<file path="src/rtl/sram_port_arbiter.sv">
// Arbitrates one single-port synchronous SRAM between instruction fetch and data access.
// Define ARB_STATS_EN to add per-side grant counters.
module sram_port_arbiter #(
    parameter int unsigned STARVE_LIMIT = 4,
    parameter int unsigned CNT_W        = 3
`ifdef ARB_STATS_EN
    ,
    parameter int unsigned STAT_W       = 32
`endif
) (
    input  logic        clk,
    input  logic        reset,
    input  logic        inst_req,
    input  logic [31:0] inst_addr,
    output logic        inst_addr_ok,
    output logic        inst_data_ok,
    output logic [31:0] inst_rdata,
    input  logic        data_req,
    input  logic        data_wr,
    input  logic [3:0]  data_wstrb,
    input  logic [31:0] data_addr,
    input  logic [31:0] data_wdata,
    output logic        data_addr_ok,
    output logic        data_data_ok,
    output logic [31:0] data_rdata,
    output logic        sram_en,
    output logic [3:0]  sram_we,
    output logic [31:0] sram_addr,
    output logic [31:0] sram_wdata,
    input  logic [31:0] sram_rdata
`ifdef ARB_STATS_EN
    ,
    output logic [STAT_W-1:0] stat_inst_grants,
    output logic [STAT_W-1:0] stat_data_grants
`endif
);

    typedef enum logic {
        OWN_INST = 1'b0,
        OWN_DATA = 1'b1
    } owner_t;

    logic             inst_pri;
    logic             grant_inst;
    logic             grant_data;
    logic [CNT_W-1:0] starve_cnt;
    logic             resp_valid;
    owner_t           resp_owner;

    // Grants are masked during reset so the combinational handshakes stay low.
    always_comb begin
        inst_pri   = (32'(starve_cnt) >= STARVE_LIMIT);
        grant_data = ~reset & data_req & ~(inst_req & inst_pri);
        grant_inst = ~reset & inst_req & ~grant_data;
    end

    always_ff @(posedge clk) begin
        if (reset) begin
            starve_cnt <= '0;
            resp_valid <= 1'b0;
            resp_owner <= OWN_INST;
        end else begin
            resp_valid <= grant_inst | grant_data;
            resp_owner <= grant_data ? OWN_DATA : OWN_INST;
            if (grant_inst || !inst_req) begin
                starve_cnt <= '0;
            end else if (grant_data && (starve_cnt != '1)) begin
                starve_cnt <= starve_cnt + 1'b1;
            end
        end
    end

    always_comb begin
        inst_addr_ok = grant_inst;
        data_addr_ok = grant_data;
        sram_en      = grant_inst | grant_data;
        sram_we      = (grant_data && data_wr) ? data_wstrb : '0;
        sram_addr    = grant_data ? data_addr : (grant_inst ? inst_addr : '0);
        sram_wdata   = grant_data ? data_wdata : '0;
    end

    // A response still in flight when reset rises is suppressed, not delivered.
    always_comb begin
        inst_data_ok = ~reset & resp_valid & (resp_owner == OWN_INST);
        data_data_ok = ~reset & resp_valid & (resp_owner == OWN_DATA);
        inst_rdata   = inst_data_ok ? sram_rdata : '0;
        data_rdata   = data_data_ok ? sram_rdata : '0;
    end

`ifdef ARB_STATS_EN
    always_ff @(posedge clk) begin
        if (reset) begin
            stat_inst_grants <= '0;
            stat_data_grants <= '0;
        end else begin
            if (grant_inst) stat_inst_grants <= stat_inst_grants + 1'b1;
            if (grant_data) stat_data_grants <= stat_data_grants + 1'b1;
        end
    end
`endif

endmodule

</file>
<file path="config.mk">
export PLATFORM = sky130hd
export DESIGN_NAME = sram_port_arbiter
export DESIGN_NICKNAME = d
export VERILOG_FILES = /design/src/rtl/sram_port_arbiter.sv
export SDC_FILE = /design/constraint.sdc
export NUM_CORES = 1
export LEC_CHECK = 0
export ABC_AREA = 1
export BUFFER_PORTS_ARGS = -buffer_cell sky130_fd_sc_hd__buf_2
export CAP_MARGIN = 0
export CORE_AREA = 2 2 107 109
export CTS_BUF_LIST = sky130_fd_sc_hd__clkbuf_8 sky130_fd_sc_hd__clkbuf_16
export DETAILED_ROUTE_END_ITERATION = 6
export DIE_AREA = 0 0 109 111
export PLACE_DENSITY = 0.47
export REMOVE_ABC_BUFFERS = 1
export SETUP_SLACK_MARGIN = 0.2
export SYNTH_ARGS = -nofsm -noshare
export SYNTH_HDL_FRONTEND = slang
export SYNTH_SLANG_ARGS = --single-unit
</file>
<file path="constraint.sdc">
create_clock -name clk -period 1.13 [get_ports clk]
set_input_delay 0.1695 -clock clk [delete_from_list [all_inputs] [get_ports clk]]
set_output_delay 0.1695 -clock clk [all_outputs]
set_load 0.03 [all_outputs]
</file>
==> results.txt <==
----------------------------------------------------
[Status]
  Run status ... finished with violations
  Violations in the final reports ... negative setup slack

[Layout]
  Final standard cell count with taps included and fillers excluded ... 765
  Most frequent cells in the layout ... buf_2 (135), buf_6 (112), nor2_4 (83), inv_1 (73), nand2_1 (64)
  Area grow syn2layout ... 269%
  Most common library cell in the layout ignoring fill and taps ... buf_2
  Number of nets in the layout ... 760
  End-of-flow core utilization ... 0.476
  Layout cells sized above 1 ... 0.710
  Summed area of non-filler cells in the final layout ... 5270 µm²

[Power and ir drop]
  P_int ... between 1.5 and 2 mW
  Pwr dens ... 531 nW/µm²
  Sequential share of power ... 0.070
  Clk pwr share ... 0.206
  Static Leakage ... 2.82 nW
  Net load switching power ... 1.26 mW
  Maximum vdd ir drop ... 0.458 mV
  Total power of the final layout ... 2.80 mW
  Comb power frac ... 0.724
  Switching share of total power ... 0.452

[CTS]
  Clock latency on the worst-skew pair ... between 200 and 250 ps
  CTS tree ... yes
  Maximum buffer depth of the clock tree ... 2
  Clock transition at the registers of the reported paths ... 30 ps
  Count of hold buffers inserted by post-cts repair ... 0
  Total clock sinks ... 5
  Maximum level of the CTS H-tree ... 1
  CTS Root Cell ... clkbuf_16
  Number of buffers created by CTS ... 3

[Placement]
  Total instance count after detailed placement ... 731
  HPWL Detailed ... approximately 6900 µm
  Total cell area at the placement stage ... 3060 µm²
  Routability Congestion ... 0.804
  Port Buffers ... 273

[Min path]
  Cell depth of the worst hold path ... 4
  Hold path startpoint ... reset
  Hold Crit Endpoint ... starve_cnt[2]
  Class of the most critical hold timing path ... in -> reg

[Critical path]
  R2R cell count ... 6
  Data required, critical path ... between 900 and 1000 ps
  Setup crit end kind ... output port
  Critical path class ... reg -> out
  Worst EP arrival ... 1340 ps
  Kind of start point of the critical path ... flop
  Max Fanout on Critical Path ... 8
  Beginning of the worst register-to-register path ... starve_cnt[2]
  RR Endpoint ... resp_valid
  Worst R2R Setup Slack ... -20 ps

[Floorplanning]
  Area inside the core boundary ... roughly 11000 µm²
  Starting Density ... 0.129
  Overall die height ... 111 µm
  Number of top-level pins ... 274
  Die area ... 12100 µm²
  Number of standard-cell rows in the floorplan ... 39
  Overall die width ... 109 µm

[Global routing]
  Via count of the first global-routing pass ... approximately 3200
  Global-route congestion overflow total ... 0
  Antenna violations before repair ... 2
  First-pass GRT wire length ... ~15000 µm
  Total global routing track utilization ... 0.155
  Pin count of the biggest net entering global routing ... 34

[Routing]
  Via/cell ratio ... 4.21
  DRT antenna net count ... 0
  First-pass iteration count of the detailed router ... 4
  Drc violations ... 0
  Total via count after detailed routing ... 3218
  Iteration-0 DRC count of the detailed router ... between 80 and 90
  Detailed-route wire length ... 12200 µm
  Wire length per cell ... between 15 and 20 µm

[Synthesis]
  Async SR Flop Fraction ... 0
  Number of enable-type register cells in the synthesized netlist ... 0
  Number of synthesized register bits ... 5
  Cell Area, Synth ... 1430 µm²
  Sequential fraction of the synthesis area ... 0.0701
  Average cell area after synthesis ... 4.48 µm²
  Leading register cell type out of synthesis ... dfxtp_1
  Cells after synthesis ... 319
  Unique cell type count in the Yosys netlist ... 17
  Synthesis warning total ... 0

[STA]
  Worst max-slew margin expressed relative to the limit ... 0.809
  Minimum clock period after layout ... 1510 ps
  Unrepaired setup endpoints after global routing ... yes
  Final critical-path share of the clock period ... 1.34
  Final Hold Vio Count ... 0
  # setup viols final ... ~140
  Fmax ... between 600 and 700 MHz
  Actual slew at the worst max-slew pin ... ~290 ps
  Least setup slack across all paths after layout ... -379 ps
  Max Slew Vio Count ... 0
  Setup TNS after final layout ... -40200 ps
  Final Skew ... 1.52 ps

[Run]
  Max-Cap Viols ... 0

----------------------------------------------------
-- power groups by stage --
| stage | sequential (mW) | combinational, mW | clock (mW) |
|---|---|---|---|
| after floorplan | 0.192 | 0.696 | 0 |
| after global placement | 0.192 | 1.26 | 0 |
| after detailed placement | 0.192 | 1.26 | 0 |
| after CTS | 0.196 | 1.68 | 0.579 |
| after global routing | 0.197 | 2.13 | 0.603 |
| final | 0.196 | 2.03 | 0.576 |
-- through the flow --
step / hold WS (ps) / setup WS (ps)
after CTS: 282 / -394
after floorplan: 324 / -1120
after detailed placement: 507 / -234
final: 303 / -379
after global routing: 325 / -426
after global placement: 508 / -228
-- worst max path at each step --
| stage | from | to | slack, ps |
|---|---|---|---|
| final | starve_cnt[2] | sram_wdata[12] | -380 |
| after global placement | reset | sram_addr[16] | -230 |
| after global routing | starve_cnt[2] | sram_addr[8] | -430 |
| after CTS | starve_cnt[2] | sram_wdata[23] | -390 |
| after floorplan | starve_cnt[2] | inst_addr_ok | -1120 |
| after detailed placement | reset | sram_wdata[0] | -230 |
-- synthesized netlist by cell type, types with 2 or more instances --
master | number | area share
buf_2 | 15 | 0.053
buf_4 | 4 | 0.021
dfxtp_1 | 5 | 0.070
ha_1 | 2 | 0.018
inv_1 | 76 | 0.20
nand2_1 | 69 | 0.18
nand3_1 | 34 | 0.12
nand4_1 | 2 | 0.0088
nor2_1 | 102 | 0.27
nor3b_2 | 3 | 0.026
-- area by class of cell --
type                            count  area (µm²)
Fill cell                        1026        5810
Timing Repair Buffer              316        2890
Multi-Input combinational cell    218        1710
Inverter                           77         303
Tap cell                          143         179
Sequential cell                     5         106
Clock buffer                        3        75.1
Antenna cell                        2        5.00
Clock inverter                      1        3.75
-- flip-flops by register name, summed over array words and instances, names as in the netlist --
register    count
resp_owner      1
resp_valid      1
starve_cnt      3
-- metal layers --
layer | vias to the layer above | routed length [µm] | track usage
met1 | 1473 | 4000 | 0.140
met5 | - | 0 | 0
li1 | 1528 | - | -
met4 | 0 | 399 | 0.0496
met2 | 190 | 6810 | 0.326
met3 | 27 | 1030 | 0.0312
-- critical path, stage by stage, from the launching register on --
cell	delay, ps
dfxtp_2	320
nand2_4	80
nand2_8	80
buf_12	150
buf_16	140
buf_8	120
nor2_4	80
buf_6	130
-- logic make-up (layout without fill, tap and decap cells) --
logic type / count (synthesis) / after routing / synth area share
flip-flops: 5 / 5 / 0.0701
AND/OR/NAND/NOR: 215 / 215 / 0.630
other: 0 / 2 / 0
buffers and inverters: 96 / 397 / 0.276
adder cells (fa/ha/maj): 2 / 2 / 0.0175
XOR/XNOR: 1 / 1 / 0.00613
-- timing repair --
item / in CTS / in global routing
cloned: 8 / 8
endpoints found under the setup margin: 142 / 142
setup buffers: 6 / 6
pin swaps: 11 / 7
gates resized for setup: 321 / 154
Power figures use the tool's default switching activity.
